## config.mk

```make
export PLATFORM = sky130hd
export DESIGN_NAME = gals_step_issuer
export DESIGN_NICKNAME = d
export VERILOG_FILES = /design/src/rtl/gals_pkg.sv /design/src/rtl/gals_wdog_counter.sv /design/src/rtl/gals_step_issuer.sv
export SDC_FILE = /design/constraint.sdc
export NUM_CORES = 1
export LEC_CHECK = 0
export CORE_MARGIN = 4
export CORE_UTILIZATION = 35
export DETAILED_ROUTE_END_ITERATION = 8
export GPL_TIMING_DRIVEN = 0
export PLACE_DENSITY_LB_ADDON = 0.08
export SLEW_MARGIN = 15
export SYNTH_ARGS = -nofsm -noshare
export SYNTH_HDL_FRONTEND = slang
export SYNTH_SLANG_ARGS = --single-unit
```

## constraint.sdc

```tcl
create_clock -name local_clk -period 5.4 [get_ports local_clk]
set_input_delay 0.54 -clock local_clk [delete_from_list [all_inputs] [get_ports local_clk]]
set_output_delay 0.54 -clock local_clk [all_outputs]
set_load 0.005 [all_outputs]
```

## src/rtl/gals_pkg.sv

```systemverilog
// gals_pkg: state encoding and timing defaults shared by the GALS step issuer and collector
package gals_pkg;

    typedef enum logic [2:0] {
        S_IDLE   = 3'd0,
        S_LAUNCH = 3'd1,
        S_REQ    = 3'd2,
        S_GAP    = 3'd3,
        S_DONE   = 3'd4,
        S_ERROR  = 3'd5
    } gals_state_e;

    localparam int GALS_WATCHDOG_TIMEOUT = 10000;
    localparam int GALS_INTER_STEP_GAP   = 4;

endpackage

```

## src/rtl/gals_wdog_counter.sv

```systemverilog
// gals_wdog_counter: clearable up-counter that saturates at LIMIT and flags the terminal count
module gals_wdog_counter #(
    parameter int W     = 8,
    parameter int LIMIT = 255
) (
    input  logic local_clk,
    input  logic rst_n,
    input  logic clr,
    input  logic en,
    output logic tc
);
    logic [W-1:0] count;

    assign tc = count == W'(LIMIT);

    always_ff @(posedge local_clk) begin
        if (!rst_n || clr)
            count <= '0;
        else if (en && !tc)
            count <= count + W'(1);
    end
endmodule

```

## src/rtl/gals_step_issuer.sv

```systemverilog
// gals_step_issuer: per-timestep PE launch and AER request/acknowledge initiator with watchdog
module gals_step_issuer
    import gals_pkg::*;
#(
    parameter int MAX_STEPS        = 256,
    parameter int WATCHDOG_TIMEOUT = GALS_WATCHDOG_TIMEOUT,
    parameter int INTER_STEP_GAP   = GALS_INTER_STEP_GAP
) (
    input  logic                           local_clk,
    input  logic                           rst_n,
    input  logic                           i_start,
    input  logic [$clog2(MAX_STEPS+1)-1:0] i_num_steps,
    input  logic                           i_clear,
    output logic                           o_aer_req,
    input  logic                           i_aer_ack,
    input  logic                           i_collector_error,
    output logic                           o_pe_start,
    output logic [$clog2(MAX_STEPS+1)-1:0] o_step_idx,
    output logic                           o_busy,
    output logic                           o_done,
    output logic                           o_error
);
    localparam int SW = $clog2(MAX_STEPS + 1);
    localparam int WW = $clog2(WATCHDOG_TIMEOUT) + 1;
    localparam int GW = $clog2(INTER_STEP_GAP + 1) + 1;
    localparam int GL = INTER_STEP_GAP > 0 ? INTER_STEP_GAP - 1 : 0;

    gals_state_e   state;
    logic [SW-1:0] step_cnt;
    logic [SW-1:0] run_len;
    logic [SW-1:0] step_next;
    logic [SW-1:0] num_clamped;
    logic          wd_tc;
    logic          gap_tc;

    assign step_next   = step_cnt + SW'(1);
    assign num_clamped = i_num_steps > SW'(MAX_STEPS) ? SW'(MAX_STEPS) : i_num_steps;

    // Watchdog restarts every time the block is outside S_REQ
    gals_wdog_counter #(.W(WW), .LIMIT(WATCHDOG_TIMEOUT)) u_wdog (
        .local_clk (local_clk),
        .rst_n     (rst_n),
        .clr       (state != S_REQ),
        .en        (state == S_REQ),
        .tc        (wd_tc)
    );

    // Terminal count at GAP-1 so S_GAP lasts exactly INTER_STEP_GAP cycles
    gals_wdog_counter #(.W(GW), .LIMIT(GL)) u_gap (
        .local_clk (local_clk),
        .rst_n     (rst_n),
        .clr       (state != S_GAP),
        .en        (state == S_GAP),
        .tc        (gap_tc)
    );

    always_ff @(posedge local_clk) begin
        if (!rst_n) begin
            state    <= S_IDLE;
            step_cnt <= '0;
            run_len  <= '0;
        end else begin
            case (state)
                S_IDLE: if (i_start) begin
                    run_len  <= num_clamped;
                    step_cnt <= '0;
                    state    <= i_num_steps == '0 ? S_DONE : S_LAUNCH;
                end
                S_LAUNCH: state <= i_collector_error ? S_ERROR : S_REQ;
                // Errors win over a coincident acknowledge so the step is not counted
                S_REQ: if (i_collector_error || wd_tc) begin
                    state <= S_ERROR;
                end else if (i_aer_ack) begin
                    step_cnt <= step_next;
                    state    <= step_next == run_len ? S_DONE : INTER_STEP_GAP == 0 ? S_LAUNCH : S_GAP;
                end
                S_GAP:  state <= i_collector_error ? S_ERROR : gap_tc ? S_LAUNCH : S_GAP;
                S_DONE: state <= S_IDLE;
                S_ERROR: if (i_clear) begin
                    state    <= S_IDLE;
                    step_cnt <= '0;
                    run_len  <= '0;
                end
                default: state <= S_IDLE;
            endcase
        end
    end

    assign o_aer_req  = state == S_REQ;
    assign o_pe_start = state == S_LAUNCH;
    assign o_busy     = state != S_IDLE;
    assign o_done     = state == S_DONE;
    assign o_error    = state == S_ERROR;
    assign o_step_idx = step_cnt;
endmodule

```

---- Word level (Yosys, flattened, before mapping) ----
Index checks and enable logic that the tools add are counted.
Widths: inputs -> output; s select.
word-level totals
  flip-flop bits (word level) ............. 40
  word-level logic and storage cells ...... 58
operators by class
  add/subtract/negate cells ............... 3
  magnitude comparators ................... 1
  equality and inequality tests ........... 15
  multiplexer cells ....................... 18
  reductions and logical operators ........ 16
operators with widths
  kind                   number
  $mux 9                 6
  $pmux 9 s3             1
  $mux 3                 8
  $pmux 9 s2             1
  $add 15x1->15 const B  1
  $eq 15x14->1 const B   1
  $pmux 3 s5             1
  $add 9x1->9 const B    1
  $eq 9x9->1             1
  $gt 9x9->1 const B     1
  $logic_not 9->1        1
  $ne 2x2->1 const B     4
  $eq 3x2->1 const B     2
  $eq 3x3->1 const B     2
  $ne 3x2->1 const B     2
  $reduce_and 3->1       2
  $reduce_bool 3->1      2
  $reduce_and 5->1       1
  $add 4x1->4 const B    1
  $eq 4x2->1 const B     1
  $eq 3x1->1 const B     1
  $logic_not 1->1        3
  $logic_not 3->1        1
  $logic_or 1x1->1       3
  other kinds (4)        5

---- Logic depth before layout (Yosys ltp) ----
  depth in word-level cells ............... 6
  depth in mapped cells ................... 8

---- Modules after synthesis ----
From an unflattened synthesis, not the netlist that was laid out.
second synthesis, totals
  cell total of the unflattened synthesis .. 292
  area total of the unflattened synthesis .. 2402.3 µm²
by module, submodules not included
  module                       times used  cells an instance  area an instance (µm²)
  gals_step_issuer             1           181                1452.6
  gals_wdog_counter at u_wdog  1           90                 760.7
  gals_wdog_counter at u_gap   1           21                 188.9

---- Worst setup path before layout ----
Ideal clock, no wire load.
  path kind ............................... flip-flop to flip-flop
  from .................................... reg step_cnt[0] (netlist: o_step_idx[0])
  to ...................................... reg state[1]
  arrival ................................. 1.966 ns
  data required time ...................... 5.280 ns
  setup slack ............................. 3.314 ns
  stages on the path, launching flop included .. 8
  buffers on the path ..................... 1
  clock period less this slack ............ 2.086 ns
  cells stage by stage .................... dfxtp_1 -> ha_1 -> buf_6 -> inv_2 -> or3_1 -> a222oi_1 -> o311ai_1 -> o31a_1
between the ends
  cells in the longest elaborated chain, start to end .. 6
RTL lines
  item                      RTL line                RTL
  start: declaration        gals_step_issuer.sv:29  logic [SW-1:0] step_cnt;
  start signal: assignment  gals_step_issuer.sv:74  step_cnt <= step_next;
  $add 9x1->9               gals_step_issuer.sv:36  assign step_next = step_cnt + SW'(1);
  $eq 9x9->1                gals_step_issuer.sv:75  state <= step_next == run_len ? S_DONE : INTER_STEP_GAP == 0 ? S_LAUNCH : S_GAP;
  $mux 3                    gals_step_issuer.sv:75
  $mux 3                    gals_step_issuer.sv:73  end else if (i_aer_ack) begin
  $mux 3                    gals_step_issuer.sv:71  S_REQ: if (i_collector_error || wd_tc) begin
  $pmux 3 s5                gals_step_issuer.sv:63  case (state)
  end signal: assignment    gals_step_issuer.sv:67  state <= i_num_steps == '0 ? S_DONE : S_LAUNCH;
  end signal: assignment    gals_step_issuer.sv:75
  end signal: assignment    gals_step_issuer.sv:77  S_GAP: state <= i_collector_error ? S_ERROR : gap_tc ? S_LAUNCH : S_GAP;
  end: declaration          gals_step_issuer.sv:28  gals_state_e state;
Every way passes these cells. The select of a mux whose other input is x is not followed.
A chain may end at the register's enable or synchronous reset.

---- Worst setup path in the final report ----
  from .................................... reg state[2]
  to ...................................... out o_error
between the ends
  cells in the longest elaborated chain, start to end .. 1
RTL lines
  item                      RTL line                RTL
  start signal: assignment  gals_step_issuer.sv:67
  start signal: assignment  gals_step_issuer.sv:69  S_LAUNCH: state <= i_collector_error ? S_ERROR : S_REQ;
  start signal: assignment  gals_step_issuer.sv:75
  $eq 3x3->1                gals_step_issuer.sv:93  assign o_error = state == S_ERROR;
  end: declaration          gals_step_issuer.sv:21  output logic o_error
Every way passes these cells.

==> impl_results.md <==
- Share of layout cells above drive strength 1: 0.0726
- Full die area: a little under 8000 µm²
- RSZ-0062 raised after global routing: false
- Synth Area in Simple Gates: 0.297
- Kind of critical path: register to output port
- Seq/Total Area, Yosys: 0.350
- I/O pin cnt: 29
- CP max-delay cell: clkdlybuf4s50_1
- Via density: 5.34
- Xor and xnor fraction of the mapped netlist area: 0.0979
- Worst Hold Class: register to register
- Top_reg_cell synth: dfxtp_1
- Root Buffer: clkbuf_8
- Worst-margin pin slew: between 0.7 and 0.8 ns
- Layout Nets: roughly 340
- Run status: finished clean
- Worst path top cell family by delay: buffers and inverters
- Final antenna-violating net count: 0
- Synthesized cell area: between 2000 and 2500 µm²
- CP peak stage delay: around 0.51 ns
- GR Util All Layers: 0.159
- CTS sink cnt: 40
- Slew headroom: 0.490
- Avg Inst Size Synth: approximately 8.1 µm²
- Synth Area in Compound Gates: 0.168
- Count leader, synth: dfxtp_1
- Max-Cap Viols: 0
- Psw: about 0.17 mW
- Post-Layout Cell Count: 394
- Final period util: 0.451
- HP Start: run_len[3]
- Synth area leader: dfxtp_1
- R2r worst-path depth: 7
- Area Growth Syn to Fin: 20.7%
- Post-CTS Setup Repair Bufs: 0
- Hold Fails Final Rpt: 0
- Hold Path Sink: run_len[3]
- Number of flops mapped to enable cells by yosys: 0
- Setup violations, final: 0
- Worst-case vdd ir drop: about 0.11 mV
- Setup Skew: 0.00469 ns
- Yosys cell types: 56
- Total Power: slightly above 0.6 mW
- Vias in the first global route: 2029
- CTS resizes: 0
- Worst Path Buf+Inv: 3
- Chip Width: 88.8 µm
- Bufs on Longest Clock Path: 2
- Internal Power: between 0.4 and 0.5 mW
- Placement Rows: 29
- Clk pwr share: 0.345
- Num CTS Buffers: 5
- Synth Instances: about 280
- Synth top area cells: dfxtp_1 (35%), nor2_1 (5.9%), xor2_1 (5.0%)
- Logic pwr share: 0.155
- Largest family of logic cells by synthesized area: simple AND/OR/NAND/NOR gates
- GR Overflow Total: 0
- Syn nets: 300
- Top Layer Used: met4
- Metal2 WL: between 2 and 2.5 mm
- First-pass GRT wire length: slightly below 10 mm
- Core ar.: 6350 µm²
- Metal3 WL: around 230 µm
- RR Endpoint: state[1]
- Drt total wl: about 5.8 mm
- Required @ worst endpoint: about 4.9 ns
- M1 wire length: 3.01 mm
- CP Cell Sequence: clkbuf_1, nand3_1, inv_1, clkdlybuf4s50_1
- Skew-Pair Late Insertion Delay: 0.29 ns
- F_max: 410 MHz
- Hold-fix buffers, CTS: 0
- CTS H-Tree Depth: 2
- DR iter-0 viols: between 100 and 150
- Largest net degree at the start of global routing: 14
- Proportion of synthesized area in mux cells: 0.0186
- Placed cell count: 386
- Worst-path clk slew: approximately 0.080 ns
- Drt pass-1 iters: 4
- CTS tree: yes
- Antenna violations before repair: 0
- Adder-cell share of the synthesized area: 0.0219
- Sw Ratio: 0.272
- Flops & latches, synth: 40
- Crit path DAT: roughly 1.9 ns
- Area share of the largest cell type after synthesis: 0.350
- CP startpoint kind: register
- Height of the die: around 90 µm
- Routed len/inst: around 15 µm
- Leakage power: about 0.96 nW
- PD cells: roughly 220 nW/µm²
- Initial Util: 0.360
- DPL Wire Length: 4.27 mm
- Post-synth top cells: dfxtp_1 (40), nor2_1 (36), a21oi_1 (20), nand2_1 (19), nand3_1 (15)
- Sequential power share: 0.500
- CP max FO: 10
- Minimum clock period after layout: between 2 and 2.5 ns
- Routed vias: 2102
- # DRC: 0
- Worst setup EP type: output port
- Antenna diodes: 0
- Hold path cells: 2
- Yosys warns: 0
- Fin. max-slew vios: 0
- RePlAce Congestion: around 0.82
- R2r startpoint: o_step_idx[0]
- Reg2Reg Setup Slack: approximately 3 ns
- Setup TNS: 0 ns
- FFs w/ async S/R, synth: 0
- # port buffers: 28
worst reg2reg max path, delay by kind of cell, from the launching register on:
family	cells	cell delay [ns]
compound gates	3	0.93
flops	1	0.46
simple gates	1	0.37
fa+ha+maj	1	0.32
buf+inv	2	0.23
cell families (layout without fill, tap and decap cells):
group / after synthesis / count (layout)
fa+ha+maj: 4 / 4
buf+inv: 23 / 59
flops: 40 / 40
mux: 4 / 4
simple gates: 126 / 126
compound gates: 60 / 60
xor+xnor: 24 / 24
routing by layer:
| metal | vias up | track usage |
|---|---|---|
| met1 | 962 | 0.230 |
| li1 | 1089 | - |
| met4 | 0 | 0.0453 |
| met2 | 47 | 0.242 |
| met5 | - | 0 |
| met3 | 4 | 0.0270 |
power groups by stage:
stage | combinational [mW] | sequential [mW] | clock, mW
floorplan | 0.0585 | 0.313 | 0
global placement | 0.0954 | 0.316 | 0
detailed placement | 0.0956 | 0.316 | 0
CTS | 0.0960 | 0.309 | 0.221
global route | 0.108 | 0.310 | 0.232
finish | 0.0955 | 0.309 | 0.213
registers in the layout (all words and copies together), names as in the netlist:
name,cells
run_len,9
o_step_idx,9
u_gap.count,4
u_wdog.count,15
state,3
worst max-delay path by stage:
stage / start / to / depth (start not counted)
after floorplan: o_step_idx[0] / state[1] / 7
after global placement: i_collector_error / o_step_idx[6] / 6
after detailed placement: i_collector_error / o_step_idx[3] / 6
after CTS: state[0] / o_aer_req / 3
after global routing: u_wdog.count[0] / o_step_idx[7] / 8
final: state[2] / o_error / 4
stage by stage:
step	worst slack, ns	hold WS (ns)	util	cell area, µm²
detailed placement	2.72	0.460	0.420	2660
global route	2.74	0.502	0.435	2760
CTS	2.95	0.471	0.435	2760
global placement	2.73	0.455	0.420	2660
floorplan	3.31	0.444	-	2290
finish	2.96	0.470	0.435	2760
cells in the final DEF (no fill, tap or decap), types with 2 or more instances in the layout:
cell / netlist / layout
nor4_1: 4 / 4
nand3_1: 15 / 15
nor3_1: 3 / 3
clkbuf_1: 8 / 8
a31oi_1: 5 / 5
xnor2_1: 10 / 10
ha_1: 4 / 4
o21ai_0: 12 / 12
nor2_1: 36 / 36
and3_1: 6 / 6
clkdlybuf4s50_1: 0 / 28
nor3b_1: 2 / 2
nand2_1: 19 / 19
a21oi_1: 20 / 20
dfxtp_1: 40 / 40
buf_6: 2 / 2
inv_1: 9 / 9
a22oi_1: 6 / 6
or4_1: 5 / 5
clkbuf_8: 0 / 6
mux2_2: 2 / 2
nor4bb_1: 3 / 3
nor4_2: 2 / 2
or3_1: 4 / 4
buf_2: 2 / 2
and2_1: 3 / 3
nor2b_1: 2 / 2
mux2i_1: 2 / 2
nand2b_1: 3 / 3
nand4_1: 9 / 9
nand3b_1: 4 / 4
xor2_1: 13 / 13
layout make-up:
cell class / instances / area (µm²)
sequential: 40 / 801
clock inverter: 2 / 13.8
clock buffer: 6 / 82.6
tap: 77 / 96.3
fill: 637 / 3590
multi-input combinational: 218 / 1380
buffer: 13 / 67.6
inverter: 10 / 37.5
timing repair buffer: 28 / 280
Power figures use the tool's default switching activity.
